<file path="src/rtl/ps2_key_rx_pkg.sv">
// Shared types and constants for the PS/2 keyboard receiver.
package ps2_key_rx_pkg;

  typedef enum logic [1:0] {IDLE, RECV, CHECK} state_t;

  localparam int ST_NE   = 0;
  localparam int ST_FULL = 1;
  localparam int ST_OVF  = 2;
  localparam int ST_FERR = 3;

  localparam logic [7:0] PS2_BREAK = 8'hF0;
  localparam logic [7:0] PS2_EXT   = 8'hE0;

  localparam int FRAME_DATA_BITS = 8;
  localparam int FRAME_PAR_BIT   = 9;
  localparam int FRAME_STOP_BIT  = 10;

  // f = {stop, parity, data[7:0]}; data plus parity must be odd, stop high
  function automatic logic frame_ok(input logic [9:0] f);
    return (^f[8:0]) & f[9];
  endfunction

endpackage

</file>
<file path="src/rtl/ps2_key_rx_if.sv">
// Core-side bus of the PS/2 receiver: pop/clear strobes in, data/status/irq out.
interface ps2_key_rx_if;
  logic       rd;
  logic       clr;
  logic [7:0] key_data;
  logic [7:0] key_status;
  logic       key_int;

  modport master (output rd, clr, input key_data, key_status, key_int);
  modport slave  (input rd, clr, output key_data, key_status, key_int);
endinterface

</file>
<file path="src/rtl/ps2_key_rx_fifo.sv">
// Scan-code FIFO; a push into a full FIFO is only accepted alongside a pop.
module key_fifo #(
  parameter int DEPTH = 4
) (
  input  logic       clk,
  input  logic       rst,
  input  logic       push,
  input  logic       pop,
  input  logic [7:0] din,
  output logic [7:0] head,
  output logic       full,
  output logic       empty
);
  localparam int AW = $clog2(DEPTH);

  logic [7:0]    mem [DEPTH];
  logic [AW-1:0] wptr, rptr;
  logic [AW:0]   cnt;
  logic          do_push, do_pop;

  assign empty   = (cnt == '0);
  assign full    = (cnt == (AW+1)'(DEPTH));
  assign do_pop  = pop & ~empty;
  assign do_push = push & (~full | do_pop);
  assign head    = mem[rptr];

  always_ff @(posedge clk) begin
    if (rst) begin
      wptr <= '0;
      rptr <= '0;
      cnt  <= '0;
    end else begin
      if (do_push) wptr <= wptr + 1'b1;
      if (do_pop)  rptr <= rptr + 1'b1;
      cnt <= cnt + (AW+1)'(do_push) - (AW+1)'(do_pop);
    end
  end

  always_ff @(posedge clk)
    if (do_push) mem[wptr] <= din;

endmodule

</file>
<file path="src/rtl/ps2_key_rx.sv">
// PS/2 keyboard receiver: synchroniser, frame FSM, scan-code FIFO, irq.
// Optional: define PS2_KEY_RX_BREAK_FILTER_EN to drop break codes (F0 xx).
module ps2_key_rx
  import ps2_key_rx_pkg::*;
#(
  parameter int DEPTH       = 4,
  parameter int TIMEOUT_CYC = 50000,
  parameter int SYNC_STAGES = 2
) (
  input  logic          clk,
  input  logic          rst,
  input  logic          ps2_clk,
  input  logic          ps2_data,
  ps2_key_rx_if.slave   bus
);
  localparam int TW = (TIMEOUT_CYC > 2) ? $clog2(TIMEOUT_CYC) : 1;

  logic [SYNC_STAGES-1:0] clk_sync, dat_sync;
  logic                   clk_prev, s_clk, s_dat, fall;
  state_t                 state;
  logic [3:0]             bit_cnt;
  logic [TW-1:0]          to_cnt;
  logic [9:0]             shreg;
  logic                   ferr, ovf, key_int_r, skip;
  logic                   frame_valid, filt_drop, push_req, push_ok, ovf_evt, ferr_evt, timeout;
  logic [7:0]             head;
  logic                   full, empty;

  assign s_clk = clk_sync[SYNC_STAGES-1];
  assign s_dat = dat_sync[SYNC_STAGES-1];
  assign fall  = clk_prev & ~s_clk;

  always_ff @(posedge clk) begin
    if (rst) begin
      clk_sync <= '1;
      dat_sync <= '1;
      clk_prev <= 1'b1;
    end else begin
      clk_sync[0] <= ps2_clk;
      dat_sync[0] <= ps2_data;
      for (int i = 1; i < SYNC_STAGES; i++) begin
        clk_sync[i] <= clk_sync[i-1];
        dat_sync[i] <= dat_sync[i-1];
      end
      clk_prev <= s_clk;
    end
  end

  assign frame_valid = frame_ok(shreg);
`ifdef PS2_KEY_RX_BREAK_FILTER_EN
  assign filt_drop = skip | (shreg[7:0] == PS2_BREAK);
`else
  assign filt_drop = 1'b0;
`endif
  assign push_req = (state == CHECK) & frame_valid & ~filt_drop;
  // a full FIFO still takes the byte when the core pops in the same cycle
  assign push_ok  = push_req & (~full | (bus.rd & ~empty));
  assign ovf_evt  = push_req & ~push_ok;
  assign timeout  = (state == RECV) & ~fall & (to_cnt == TW'(TIMEOUT_CYC - 1));
  assign ferr_evt = ((state == CHECK) & ~frame_valid) | timeout;

  always_ff @(posedge clk) begin
    if (rst) begin
      state     <= IDLE;
      bit_cnt   <= '0;
      to_cnt    <= '0;
      shreg     <= '0;
      ferr      <= 1'b0;
      ovf       <= 1'b0;
      key_int_r <= 1'b0;
      skip      <= 1'b0;
    end else begin
      key_int_r <= push_ok;
      if (ovf_evt)      ovf  <= 1'b1;
      else if (bus.clr) ovf  <= 1'b0;
      if (ferr_evt)     ferr <= 1'b1;
      else if (bus.clr) ferr <= 1'b0;

      case (state)
        IDLE: if (fall && !s_dat) begin
          state   <= RECV;
          bit_cnt <= 4'd1;
          to_cnt  <= '0;
        end
        RECV: if (fall) begin
          shreg  <= {s_dat, shreg[9:1]};
          to_cnt <= '0;
          if (bit_cnt == 4'(FRAME_STOP_BIT)) state <= CHECK;
          else                               bit_cnt <= bit_cnt + 4'd1;
        end else if (timeout) begin
          state <= IDLE;
        end else begin
          to_cnt <= to_cnt + 1'b1;
        end
        CHECK: begin
          state <= IDLE;
`ifdef PS2_KEY_RX_BREAK_FILTER_EN
          if (frame_valid) skip <= skip ? 1'b0 : (shreg[7:0] == PS2_BREAK);
`endif
        end
        default: state <= IDLE;
      endcase
    end
  end

  key_fifo #(.DEPTH(DEPTH)) u_fifo (
    .clk   (clk),
    .rst   (rst),
    .push  (push_req),
    .pop   (bus.rd),
    .din   (shreg[7:0]),
    .head  (head),
    .full  (full),
    .empty (empty)
  );

  assign bus.key_data   = empty ? 8'h00 : head;
  assign bus.key_status = {4'b0, ferr, ovf, full, ~empty};
  assign bus.key_int    = key_int_r;

endmodule
</file>
<file path="src/flat_wrapper.sv">
// flat-port wrapper written by rule: the top's interface ports become plain ports
module ps2_key_rx_flat import ps2_key_rx_pkg::*;
#(
  parameter int DEPTH       = 4,
  parameter int TIMEOUT_CYC = 50000,
  parameter int SYNC_STAGES = 2
)
  (clk, rst, ps2_clk, ps2_data, bus_rd, bus_clr, bus_key_data, bus_key_status, bus_key_int);
  ps2_key_rx_if bus_i ();
  input  logic clk;
  input  logic rst;
  input  logic ps2_clk;
  input  logic ps2_data;
  input wire logic [$bits(bus_i.rd)-1:0] bus_rd;
  input wire logic [$bits(bus_i.clr)-1:0] bus_clr;
  output wire logic [$bits(bus_i.key_data)-1:0] bus_key_data;
  output wire logic [$bits(bus_i.key_status)-1:0] bus_key_status;
  output wire logic [$bits(bus_i.key_int)-1:0] bus_key_int;
  assign bus_i.rd = bus_rd;
  assign bus_i.clr = bus_clr;
  assign bus_key_data = bus_i.key_data;
  assign bus_key_status = bus_i.key_status;
  assign bus_key_int = bus_i.key_int;
  ps2_key_rx #(.DEPTH(DEPTH), .TIMEOUT_CYC(TIMEOUT_CYC), .SYNC_STAGES(SYNC_STAGES)) u_core (.clk(clk), .rst(rst), .ps2_clk(ps2_clk), .ps2_data(ps2_data), .bus(bus_i));
endmodule
</file>
<file path="config.mk">
export PLATFORM = sky130hd
export DESIGN_NAME = ps2_key_rx_flat
export DESIGN_NICKNAME = d
export VERILOG_FILES = /design/src/rtl/ps2_key_rx_pkg.sv /design/src/rtl/ps2_key_rx_if.sv /design/src/rtl/ps2_key_rx_fifo.sv /design/src/rtl/ps2_key_rx.sv /design/src/flat_wrapper.sv
export SDC_FILE = /design/constraint.sdc
export NUM_CORES = 1
export LEC_CHECK = 0
export ABC_AREA = 0
export BUFFER_PORTS_ARGS = -buffer_cell sky130_fd_sc_hd__buf_2
export CAP_MARGIN = 20
export CORE_ASPECT_RATIO = 0.6
export CORE_MARGIN = 3
export CORE_UTILIZATION = 32
export CTS_CLUSTER_SIZE = 24
export DETAILED_ROUTE_END_ITERATION = 12
export PLACE_DENSITY_LB_ADDON = 0.08
export SLEW_MARGIN = 40
export SYNTH_ARGS = -nofsm -noshare
export SYNTH_HDL_FRONTEND = slang
export SYNTH_HIERARCHICAL = 1
export SYNTH_SLANG_ARGS = --single-unit
export TNS_END_PERCENT = 30
</file>
<file path="constraint.sdc">
create_clock -name clk -period 3 [get_ports clk]
set_input_delay 0.6 -clock clk [delete_from_list [all_inputs] [get_ports clk]]
set_output_delay 0.6 -clock clk [all_outputs]
set_load 0.05 [all_outputs]
</file>
==> impl_metrics.json <==
{
  "worstMarginPinSlew_ns": 0.689,
  "yosysSeqAreaShare_pct": 53.7,
  "final_cells": 483,
  "synth_edf_count": 32,
  "synth.top_cell.area_share_pct": 27.1,
  "area_growth_pct": 15.7,
  "async_flop_share_pct": 0,
  "comb_power_share_pct": 22.2,
  "cts_root_buf": "clkbuf_16",
  "post_cts_buffers": 0,
  "ir_drop_v": 0.000543,
  "clkSinkCount": 81,
  "critical_path.slowest_cell": "fa_1",
  "drv_cap": 0,
  "gp_congestion": 0.719,
  "syn_area_mm2": 0.00362,
  "setup_viol": 0,
  "clk_pin_slew_ns": 0.06,
  "hold_path_class": "register to register",
  "nNetsFinal": 354,
  "antenna_cells": 0,
  "swShare_pct": 31.9,
  "place_inst": 467,
  "critPathArrivalTime_ns": 3.05,
  "portBuffers": 18,
  "grt_pass1_vias": 2176,
  "wl_per_cell_um": 14.6,
  "final-hold-violation-count": 0,
  "pwr_density_cell_mw_per_mm2": 722,
  "rows": 29,
  "yosysTopAreaCell": "dfxtp_1",
  "die_area_mm2": 0.0127,
  "clock.fmax_mhz": 353,
  "ys.flop_type": "dfxtp_1",
  "worst_clock_skew_ns": 0.00612,
  "final_layout_size_suffix_gt1_share_pct": 22.7,
  "antenna_left": 0,
  "die_y_um": 88.4,
  "yosys_warnings": 6,
  "num_vias": 2292,
  "critPathLaunchType": "register",
  "vias_per_cell": 4.75,
  "rsz0062_at_grt": "false",
  "grt_usage_pct": 12.3,
  "synthTopCellsByCount": "dfxtp_1, edfxtp_1, nand2_1",
  "fillCellCount": 1054,
  "insertion_delay_ns": 0.34,
  "cp.required_ns": 3.22,
  "core_mm2": 0.0108,
  "die_x_um": 143,
  "design.portCount": 23,
  "cts_buffers": 9,
  "total_leakage_power_nw": 1.46,
  "maxSlewViolCount": 0,
  "cts_tree": "built",
  "status": "completed",
  "firstDrtPassIters": 4,
  "cp_cell_sequence": "xnor3_1 > or2_2 > mux2_2 > nor2_2 > or2_1 > a21bo_2 > ha_1 > fa_1 > xnor2_2 > xnor2_1 > nor2_1",
  "sequentialPowerShare_pct": 41.4,
  "synth_seq_cells": 81,
  "cp-end-kind": "register",
  "drtIter0Drc": 93,
  "start_util_pct": 33.6,
  "grt_max_degree": 36,
  "relSlewSlack_pct": 53.9,
  "h-tree-depth": 3,
  "synthTopCellsByArea": "dfxtp_1, edfxtp_1, mux4_2",
  "intPower_w": 0.00206,
  "crit_fanout": 2,
  "final_core_util_pct": 38.8,
  "yosysUniqueCellTypes": 60,
  "grt_first_pass_wirelength_mm": 11.7,
  "critPathMaxStageDelay_ns": 0.41,
  "drc": 0,
  "yosysMostFrequentCell": "dfxtp_1",
  "min_period_ns": 2.83,
  "critical_path_class": "register to register",
  "clkPwrFrac_pct": 36.4,
  "antenna_found_initial": 0,
  "clock_path_buffers": 2,
  "p_switching_w": 0.000963,
  "syn_inst": 318,
  "grt_overflow_total": 0,
  "syn_area_per_cell_um2": 11.4,
  "fin_tns_setup_ns": 0,
  "wl_mm": 7.07,
  "post-route-period-util_pct": 94.5,
  "dpl.hpwl_mm": 4.97
}
-- sequential cells by signal, summed over array words and instances (netlist names), named ones only --
| name | count |
|---|---|
| u_core/u_fifo/mem | 32 |
| u_core/to_cnt | 16 |
| u_core/shreg | 10 |
| u_core/bit_cnt | 4 |
| u_core/u_fifo/cnt | 3 |
| u_core/clk_sync | 2 |
| u_core/dat_sync | 2 |
| u_core/state | 2 |
| u_core/u_fifo/rptr | 2 |
| u_core/u_fifo/wptr | 2 |
| u_core/bus.key_int | 1 |
| u_core/clk_prev | 1 |
| u_core/ferr | 1 |
| u_core/ovf | 1 |
-- path summary, 6_finish.rpt --
| kind | start | to | slack [ns] | cells after the start |
|---|---|---|---|---|
| max | u_core/shreg[4] | u_core/u_fifo/cnt[2] | 0.17 | 11 |
| max reg2reg | u_core/shreg[4] | u_core/u_fifo/cnt[2] | 0.17 | 11 |
| min | u_core/clk_sync[0] | u_core/clk_sync[1] | 0.41 | 1 |
| min reg2reg | u_core/clk_sync[0] | u_core/clk_sync[1] | 0.41 | 1 |
-- metal layers --
layer	up-vias	track usage, %	wire length, um
li1	1159	-	-
met1	1078	18.7	3960
met2	45	15.7	2660
met3	10	4.64	356
met4	0	4.10	89
met5	-	0	0
-- power by group through the flow --
stage	registers, W	clock network (W)	logic (W)
3_5_place_dp	0.00128	0	0.000665
3_3_place_gp	0.00128	0	0.000661
2_1_floorplan	0.00123	0	0.000563
4_1_cts	0.00126	0.00114	0.000666
5_1_grt	0.00126	0.00119	0.000720
6_report	0.00125	0.00110	0.000670
-- area by class of cell --
class                      count  area [um2]  share of cell area [%]
multi-input combinational    207        1560                    37.3
timing repair buffer          26         150                    3.59
inverter                      14        52.6                    1.26
clock buffer                   9         225                    5.38
tap                          139         174                    4.16
clock inverter                 7        77.6                    1.85
sequential                    81        1950                    46.5
-- through the flow --
stage / cell area [um2] / worst slack (ns) / total power [W] / hold slack, ns
6_report: 4190 / 0.166 / 0.00302 / 0.407
5_1_grt: 4190 / 0.00929 / 0.00318 / 0.424
4_1_cts: 4170 / 0.101 / 0.00306 / 0.413
3_5_place_dp: 3860 / 0.123 / 0.00194 / 0.398
3_3_place_gp: 3860 / 0.205 / 0.00194 / 0.392
2_1_floorplan: 3630 / 0.140 / 0.00179 / 0.389
-- repair_timing --
item / CTS / global route
gates resized for setup: 0 / 5
hold endpoints to repair: 0 / 0
setup endpoints to repair: 0 / 1
hold buffers: 0 / 0
-- cells in the final DEF, fill, tap and decap left out, types with 4 or more instances in the layout --
cell,n
a21oi_1,12
nand3_1,8
edfxtp_1,32
or2_2,6
nor4_1,4
nand2_1,30
and2_2,4
nand2b_1,7
nor2b_1,12
dfxtp_1,46
conb_1,4
nor3_1,6
ha_1,8
inv_1,14
clkbuf_16,9
xnor2_1,15
buf_2,18
mux4_2,8
xor2_1,5
nor2_1,25
buf_4,8
a211oi_1,4
-- critical path: cells and delay by family, from the launching register on --
family / cells / cell delay [ns]
simple gates: 4 / 0.59
mux: 1 / 0.28
flops: 1 / 0.33
compound gates: 1 / 0.23
fa+ha+maj: 2 / 0.60
xor+xnor: 3 / 0.70
-- cell families after synthesis --
logic type / Yosys count / synth area share (%)
buffers and inverters: 33 / 4.19
XOR/XNOR: 23 / 6.33
other: 1 / 0.104
AND/OR/NAND/NOR: 121 / 18.2
multiplexers: 13 / 6.54
flip-flops: 81 / 53.7
adder cells (fa/ha/maj): 9 / 3.32
AO/OA/AOI/OAI: 37 / 7.65
Note: power is estimated with default switching activity, not from simulation.
